==> config.mk <==
export PLATFORM = sky130hd
export DESIGN_NAME = m_acc4
export DESIGN_NICKNAME = d
export VERILOG_FILES = /design/src/rtl/acc4_pkg.sv /design/src/rtl/m_add_cout.sv /design/src/rtl/m_acc4.sv
export SDC_FILE = /design/constraint.sdc
export NUM_CORES = 1
export LEC_CHECK = 0
export ABC_AREA = 0
export CORE_UTILIZATION = 30
export DETAILED_ROUTE_END_ITERATION = 8
export PLACE_DENSITY = 0.63
export SYNTH_ARGS = -nofsm -noshare
export SYNTH_HDL_FRONTEND = slang
export SYNTH_SLANG_ARGS = --single-unit
==> constraint.sdc <==
create_clock -name w_clk -period 3.75 [get_ports w_clk]
set_input_delay 0.75 -clock w_clk [delete_from_list [all_inputs] [get_ports w_clk]]
set_output_delay 0.75 -clock w_clk [all_outputs]
set_load 0.005 [all_outputs]
==> src/rtl/acc4_pkg.sv <==
// Shared constants and state encoding for the m_acc4 operand accumulator.
package acc4_pkg;

   localparam int ACC4_WIDTH = 4;
   localparam int ACC4_COUNT = 4;

   typedef enum logic {
      S_ACC  = 1'b0,
      S_DONE = 1'b1
   } acc4_state_t;

endpackage

==> src/rtl/m_add_cout.sv <==
// WIDTH-bit ripple-carry adder with zero carry-in, exposing the final carry-out.
// Each bit position is a full-adder cell chained through the carry vector.
module m_add_cout #(
   parameter int WIDTH = 4
) (
   input  logic [WIDTH-1:0] a,
   input  logic [WIDTH-1:0] b,
   output logic [WIDTH-1:0] sum,
   output logic             cout
);

   logic [WIDTH:0] carry;

   assign carry[0] = 1'b0;

   for (genvar i = 0; i < WIDTH; i++) begin : g_fa
      assign sum[i]     = a[i] ^ b[i] ^ carry[i];
      assign carry[i+1] = (a[i] & b[i]) | (carry[i] & (a[i] ^ b[i]));
   end

   assign cout = carry[WIDTH];

endmodule

==> src/rtl/m_acc4.sv <==
// Batch accumulator: sums COUNT operands (or fewer on flush), tracks a sticky
// carry-out flag and presents the result through a valid/ready handshake.
// Optional build macro: ACC4_SAT_EN saturates the accumulator on carry-out
// instead of wrapping.
module m_acc4
   import acc4_pkg::*;
#(
   parameter int WIDTH = ACC4_WIDTH,
   parameter int COUNT = ACC4_COUNT,
   parameter int CW    = $clog2(COUNT + 1)
) (
   input  logic             w_clk,
   input  logic             w_rst,
   input  logic             w_in_valid,
   output logic             w_in_ready,
   input  logic [WIDTH-1:0] w_in_data,
   input  logic             w_flush,
   output logic             w_out_valid,
   input  logic             w_out_ready,
   output logic [WIDTH-1:0] w_out_sum,
   output logic             w_out_ovf,
   output logic [CW-1:0]    w_out_cnt
);

   acc4_state_t      state_q, state_d;
   logic [WIDTH-1:0] acc_q, acc_d;
   logic             ovf_q, ovf_d;
   logic [CW-1:0]    cnt_q, cnt_d;

   logic             accept;
   logic             cnt_last;
   logic [WIDTH-1:0] add_b;
   logic [WIDTH-1:0] add_sum;
   logic             add_cout;

   assign accept   = w_in_valid & (state_q == S_ACC);
   assign cnt_last = (cnt_q == CW'(COUNT - 1));
   // Gate the operand so an undriven bus never reaches the adder.
   assign add_b    = accept ? w_in_data : '0;

   m_add_cout #(
      .WIDTH (WIDTH)
   ) u_add (
      .a    (acc_q),
      .b    (add_b),
      .sum  (add_sum),
      .cout (add_cout)
   );

   // State register.
   always_ff @(posedge w_clk or posedge w_rst) begin
      if (w_rst) begin
         state_q <= S_ACC;
      end else begin
         state_q <= state_d;
      end
   end

   // Next-state: end the batch on the last operand or a non-empty flush.
   always_comb begin
      state_d = state_q;
      unique case (state_q)
         S_ACC: begin
            if ((accept && cnt_last) || (w_flush && ((cnt_q != '0) || accept))) begin
               state_d = S_DONE;
            end
         end
         S_DONE: begin
            if (w_out_ready) begin
               state_d = S_ACC;
            end
         end
         default: state_d = S_ACC;
      endcase
   end

   // Outputs: handshake flags from state only, result fields show live registers.
   always_comb begin
      w_in_ready  = (state_q == S_ACC);
      w_out_valid = (state_q == S_DONE);
      w_out_sum   = acc_q;
      w_out_ovf   = ovf_q;
      w_out_cnt   = cnt_q;
   end

   // Datapath next values: accumulate on accept, clear after the result is taken.
   always_comb begin
      acc_d = acc_q;
      ovf_d = ovf_q;
      cnt_d = cnt_q;
      if ((state_q == S_DONE) && w_out_ready) begin
         acc_d = '0;
         ovf_d = 1'b0;
         cnt_d = '0;
      end else if (accept) begin
`ifdef ACC4_SAT_EN
         // Once saturated, any further nonzero operand carries again, so it stays pinned.
         acc_d = add_cout ? '1 : add_sum;
`else
         acc_d = add_sum;
`endif
         ovf_d = ovf_q | add_cout;
         cnt_d = cnt_q + CW'(1);
      end
   end

   // Datapath registers.
   always_ff @(posedge w_clk or posedge w_rst) begin
      if (w_rst) begin
         acc_q <= '0;
         ovf_q <= 1'b0;
         cnt_q <= '0;
      end else begin
         acc_q <= acc_d;
         ovf_q <= ovf_d;
         cnt_q <= cnt_d;
      end
   end

endmodule

==> results.json, run 1 <==
{
  "die-area_um2": 2070,
  "numCtsBuffers": 3,
  "die_y_um": 45.5,
  "p_leak_nw": 0.365,
  "dp_slack_ns": 0.601,
  "area_delta_synth_final_pct": 40.0,
  "holdBufCountCts": 0,
  "cpMostUsedCell": "fa_1",
  "finalCritPeriodShare_pct": 77.5,
  "endpoint_kind": "register",
  "avgSynthCellArea_um2": 10.5,
  "ioPinCount": 19,
  "routed_wl_mm": 1.11,
  "cellPowerDensity_nw_per_um2": 633,
  "path_class": "primary input to register",
  "worst_ir_drop_vdd_uv": 323,
  "cts_root_buf": "clkbuf_4",
  "met2_usage_pct": 19.4,
  "drive_gt1_share_pct": 8.00,
  "dp.cells": 96,
  "rsz0062_at_grt": "no",
  "ys_seq_elements": 9,
  "grt_antenna_before_repair": 0,
  "first_iter_violations": 8,
  "critPathTopFamily": "adder cells",
  "hold_viol_final": 0,
  "synth_area_leaders": "dfrtp_1, fa_1, ha_1, inv_1, nand2_1",
  "globalRouteMet3Util_pct": 5.95,
  "setup_viol": 0,
  "overflow": 0,
  "path_buf_inv": 3,
  "hold_class": "register to register",
  "fin_total_pwr_mw": 0.502,
  "synthesis.area_um2": 567,
  "crit_fanout": 7,
  "synth_top_area_cell": "dfrtp_1",
  "grtUsageMet1_pct": 14.8,
  "yosys-top-cells-count": "dfrtp_1, inv_1, nand2_1",
  "postCtsSetupRepairBufs": 0,
  "clkTransAtPathRegs_ns": 0.06,
  "ys.flop_type": "dfrtp_1",
  "required_ns": 3.89,
  "n_antenna_cell": 0,
  "fin_crit_ns": 2.91,
  "max-cap-violations": 0,
  "die_w_um": 45.5,
  "ys_types": 16,
  "viasPerCell": 4.43,
  "reg2reg_slack_ns": 1.27,
  "timing.rr.end": "w_out_sum[3]",
  "worst_pin_slew_ns": 0.400,
  "postCtsResizedCells": 0,
  "whs_endpoint": "w_out_sum[2]",
  "first_global_vias": 427,
  "finalMaxSlewViolations": 0,
  "groute.usage.overall_pct": 12.3,
  "status": "completed",
  "crit_chain": "clkdlybuf4s50_1, nor2b_4, and2_1, ha_1, fa_1, inv_1, fa_1, inv_1, fa_1, a22o_1",
  "max_stage_delay_ns": 0.48,
  "whs_path_depth": 2,
  "vias": 443,
  "synth_edf_count": 0,
  "async_reset_ff_share_pct": 100,
  "io_buffers": 18,
  "finalNetCount": 92,
  "startpoint_type": "primary input",
  "worst_slack_ns": 0.843,
  "place.gp.congestion": 0.687,
  "rows": 15,
  "final.setup.tns_ns": 0,
  "drc": 0,
  "max_freq_mhz": 344,
  "arrival_ns": 3.05,
  "core_region_area_um2": 1750,
  "cpMaxStageDelayCell": "clkdlybuf4s50_1",
  "hold_path.startpoint": "w_out_sum[2]",
  "tritoncts": "done",
  "grt_max_degree": 10,
  "cts_max_level": 1,
  "synth_top_area_share_pct": 39.7,
  "start_util_pct": 32.5,
  "cts.sinks": 9,
  "dpl_cell_area_um2": 767,
  "wl_per_cell_um": 11.1,
  "clock_latency_ns": 0.26,
  "synth_seq_area_share_pct": 39.7,
  "fin_area_um2": 793,
  "rr_worst_depth": 9,
  "skew_ns": 0.00160,
  "ant_nets": 0,
  "grt_pass1_wl_mm": 1.77,
  "syn-num-nets": 70,
  "yosysWarnings": 0,
  "clockBufferDepth": 2,
  "first_pass_iters": 2,
  "grt_busiest_layer": "met2",
  "reg2reg_from": "w_out_valid",
  "hpwl_um": 869,
  "slew_headroom_pct": 73.4,
  "synth_cells": 54,
  "fin_cells": 100
}
-- power breakdown --
group / internal, mW / switching (mW)
Combinational: 0.150 / 0.0887
Clock: 0.0408 / 0.0314
Sequential: 0.139 / 0.0527
Total: 0.329 / 0.173
-- sequential cells by signal (all words and copies together), names as in the netlist --
name / count
w_out_cnt: 3
w_out_ovf: 1
w_out_sum: 4
w_out_valid: 1
-- worst reg2reg max path: cells and delay by family, from the launching register on --
family	cells	cell delay, ns
adder cells (fa/ha/maj)	4	1.12
flip-flops	1	0.58
AND/OR/NAND/NOR	2	0.29
buffers and inverters	2	0.12
AO/OA/AOI/OAI	1	0.23
-- layout make-up --
cell class                 count  area (um2)
inverter                       9        33.8
tap                           25        31.3
sequential                     9         225
fill                         159         952
multi-input combinational     34         289
timing repair buffer          19         188
clock buffer                   4        26.3
-- kinds of logic after synthesis --
group / share of synthesized area [%]
flip-flops: 39.7
adder cells (fa/ha/maj): 19.4
multiplexers: 5.74
AND/OR/NAND/NOR: 11.5
buffers and inverters: 9.27
AO/OA/AOI/OAI: 14.3
-- worst max path at each step --
stage	to	cells after the start	from
3_3_place_gp	w_out_sum[3]	10	w_in_valid
5_1_grt	w_out_sum[3]	10	w_in_valid
2_1_floorplan	w_out_sum[3]	10	w_in_valid
3_5_place_dp	w_out_sum[3]	10	w_in_valid
6_report	w_out_sum[3]	10	w_in_valid
4_1_cts	w_out_sum[3]	10	w_in_valid
-- layer usage --
layer	share of wire, %	vias up	wire length [um]
li1	-	220	-
met4	0	0	0
met5	0	-	0
met2	53	9	589
met3	4.8	0	53
met1	42	214	469
-- placed cells by master, fill, tap and decap left out --
| cell | synthesis | routed |
|---|---|---|
| a21oi_1 | 2 | 2 |
| a22o_1 | 3 | 3 |
| and2_1 | 3 | 3 |
| buf_4 | 1 | 1 |
| clkbuf_1 | 0 | 1 |
| clkbuf_4 | 0 | 3 |
| clkdlybuf4s50_1 | 0 | 18 |
| dfrtp_1 | 9 | 9 |
| fa_1 | 3 | 3 |
| ha_1 | 4 | 4 |
| inv_1 | 9 | 9 |
| mux2i_1 | 1 | 1 |
| mux2i_4 | 1 | 1 |
| nand2_1 | 7 | 7 |
| nand2b_1 | 1 | 1 |
| nor2b_4 | 1 | 1 |
| o21ai_0 | 4 | 4 |
| o22ai_1 | 4 | 4 |
-- stage by stage --
step	hold slack, ns	utilization (%)
finish	0.514	45.4
global route	0.553	45.4
CTS	0.513	45.4
detailed placement	0.499	43.9
global placement	0.495	43.9
floorplan	0.495	-
(Power assumes the default switching activity.)
==> inputs of run 2 (changes only) <==
clock period = 2.8 ns   (was 3.75 ns; I/O delays follow)
==> results.json, run 2 (synthesis gave the netlist of run 1 again) <==
{
  "vias": 483,
  "hold_class": "register to register",
  "crit_fanout": 6,
  "p_leak_nw": 0.375,
  "swShare_pct": 34.3,
  "postCtsSetupRepairBufs": 0,
  "clockBufferDepth": 2,
  "max-cap-violations": 0,
  "max_freq_mhz": 379,
  "cts_root_buf": "clkbuf_4",
  "whs_path_depth": 2,
  "groute.usage.overall_pct": 12.6,
  "layout_common_cells": "clkdlybuf4s50_1, inv_1, dfrtp_1",
  "clock_latency_ns": 0.26,
  "fin_total_pwr_mw": 0.685,
  "finalMaxSlewViolations": 0,
  "place.gp.congestion": 0.699,
  "die-area_um2": 2070,
  "io_buffers": 18,
  "worst_pin_slew_ns": 0.356,
  "p_comb_share_pct": 49.7,
  "postCtsResizedCells": 0,
  "clkPwrFrac_pct": 14.6,
  "die_y_um": 45.5,
  "ioPinCount": 19,
  "endpoint_kind": "register",
  "rows": 15,
  "arrival_ns": 2.79,
  "area_delta_synth_final_pct": 42.6,
  "ant_nets": 0,
  "slew_headroom_pct": 76.3,
  "p_int_mw": 0.450,
  "cts.sinks": 9,
  "startpoint_type": "primary input",
  "n_antenna_cell": 0,
  "worst_ir_drop_vdd_uv": 287,
  "rsz0062_at_grt": "no",
  "overflow": 0,
  "grt_max_degree": 10,
  "final.setup.tns_ns": 0,
  "hpwl_um": 857,
  "holdBufCountCts": 0,
  "status": "completed",
  "path_class": "primary input to register",
  "grt_pass1_wl_mm": 1.79,
  "clkTransAtPathRegs_ns": 0.06,
  "switchingPower_mw": 0.235,
  "cellPowerDensity_nw_per_um2": 847,
  "drive_gt1_share_pct": 10.4,
  "first_global_vias": 428,
  "cts_max_level": 1,
  "rr_worst_depth": 9,
  "finalCritPeriodShare_pct": 94.3,
  "drc": 0,
  "skew_ns": 0.00461,
  "nFillCells": 178,
  "required_ns": 2.95,
  "wl_per_cell_um": 10.9,
  "tritoncts": "done",
  "hold_viol_final": 0,
  "routed_wl_mm": 1.11,
  "fin_crit_ns": 2.64,
  "core_region_area_um2": 1750,
  "start_util_pct": 32.5,
  "seqPwrFrac_pct": 35.7,
  "numCtsBuffers": 3,
  "first_pass_iters": 4,
  "grt_antenna_before_repair": 0,
  "first_iter_violations": 23,
  "setup_viol": 0,
  "final_common_cell": "clkdlybuf4s50_1",
  "viasPerCell": 4.74,
  "finalNetCount": 94,
  "largest_reg_flops": 4,
  "die_w_um": 45.5
}
## run 2: critical path, cell delays in order
cell and delay, ns:
clkdlybuf4s50_1 0.48, nor2b_4 0.20, and2_1 0.14, ha_1 0.15, fa_1 0.16, inv_1 0.05
fa_1 0.35, inv_1 0.07, fa_1 0.40, a22o_1 0.21
## run 2: per-layer routing
layer	vias to the layer above	part of all wire [%]	global-route usage, %
met5	-	0	0
met4	0	0	3.64
met3	0	6.0	5.95
met2	16	51	19.4
met1	246	43	15.5
li1	221	-	-
## run 2: final timing paths
| kind | slack [ns] | end | startpoint |
|---|---|---|---|
| max | 0.16 | w_out_sum[3] | w_in_valid |
| min | 0.51 | w_out_sum[2] | w_out_sum[2] |
| max reg2reg | 0.55 | w_out_sum[3] | w_out_valid |
| min reg2reg | 0.51 | w_out_sum[2] | w_out_sum[2] |
| max in group asynchronous | 1.98 | w_out_sum[3] | w_rst |
| min in group asynchronous | 0.56 | w_out_cnt[2] | w_rst |
## run 2: through the flow
stage | hold slack (ns) | util, % | worst slack, ns | area (um2) | cells
6_report | 0.509 | 46.3 | 0.158 | 808 | 102
5_1_grt | 0.546 | 46.3 | 0.0692 | 808 | 102
4_1_cts | 0.520 | 46.3 | 0.152 | 808 | 102
3_5_place_dp | 0.507 | 44.8 | -0.136 | 782 | 98
3_3_place_gp | 0.490 | 44.8 | -0.100 | 782 | 98
2_1_floorplan | 0.388 | - | 0.289 | 567 | 54
## run 2: power groups by stage
| stage | Clock, mW | Sequential, mW | Combinational (mW) |
|---|---|---|---|
| after global placement | 0 | 0.245 | 0.336 |
| final | 0.100 | 0.244 | 0.340 |
| after CTS | 0.105 | 0.245 | 0.345 |
| after global routing | 0.111 | 0.256 | 0.382 |
| after floorplan | 0 | 0.241 | 0.177 |
| after detailed placement | 0 | 0.245 | 0.343 |
## run 2: cell type report
class / instances / area, um2 / share of cell area (%)
tap: 25 / 31.3 / 3.87
timing repair buffer: 21 / 203 / 25.1
multi-input combinational: 34 / 289 / 35.8
clock buffer: 4 / 26.3 / 3.25
inverter: 9 / 33.8 / 4.18
sequential: 9 / 225 / 27.9
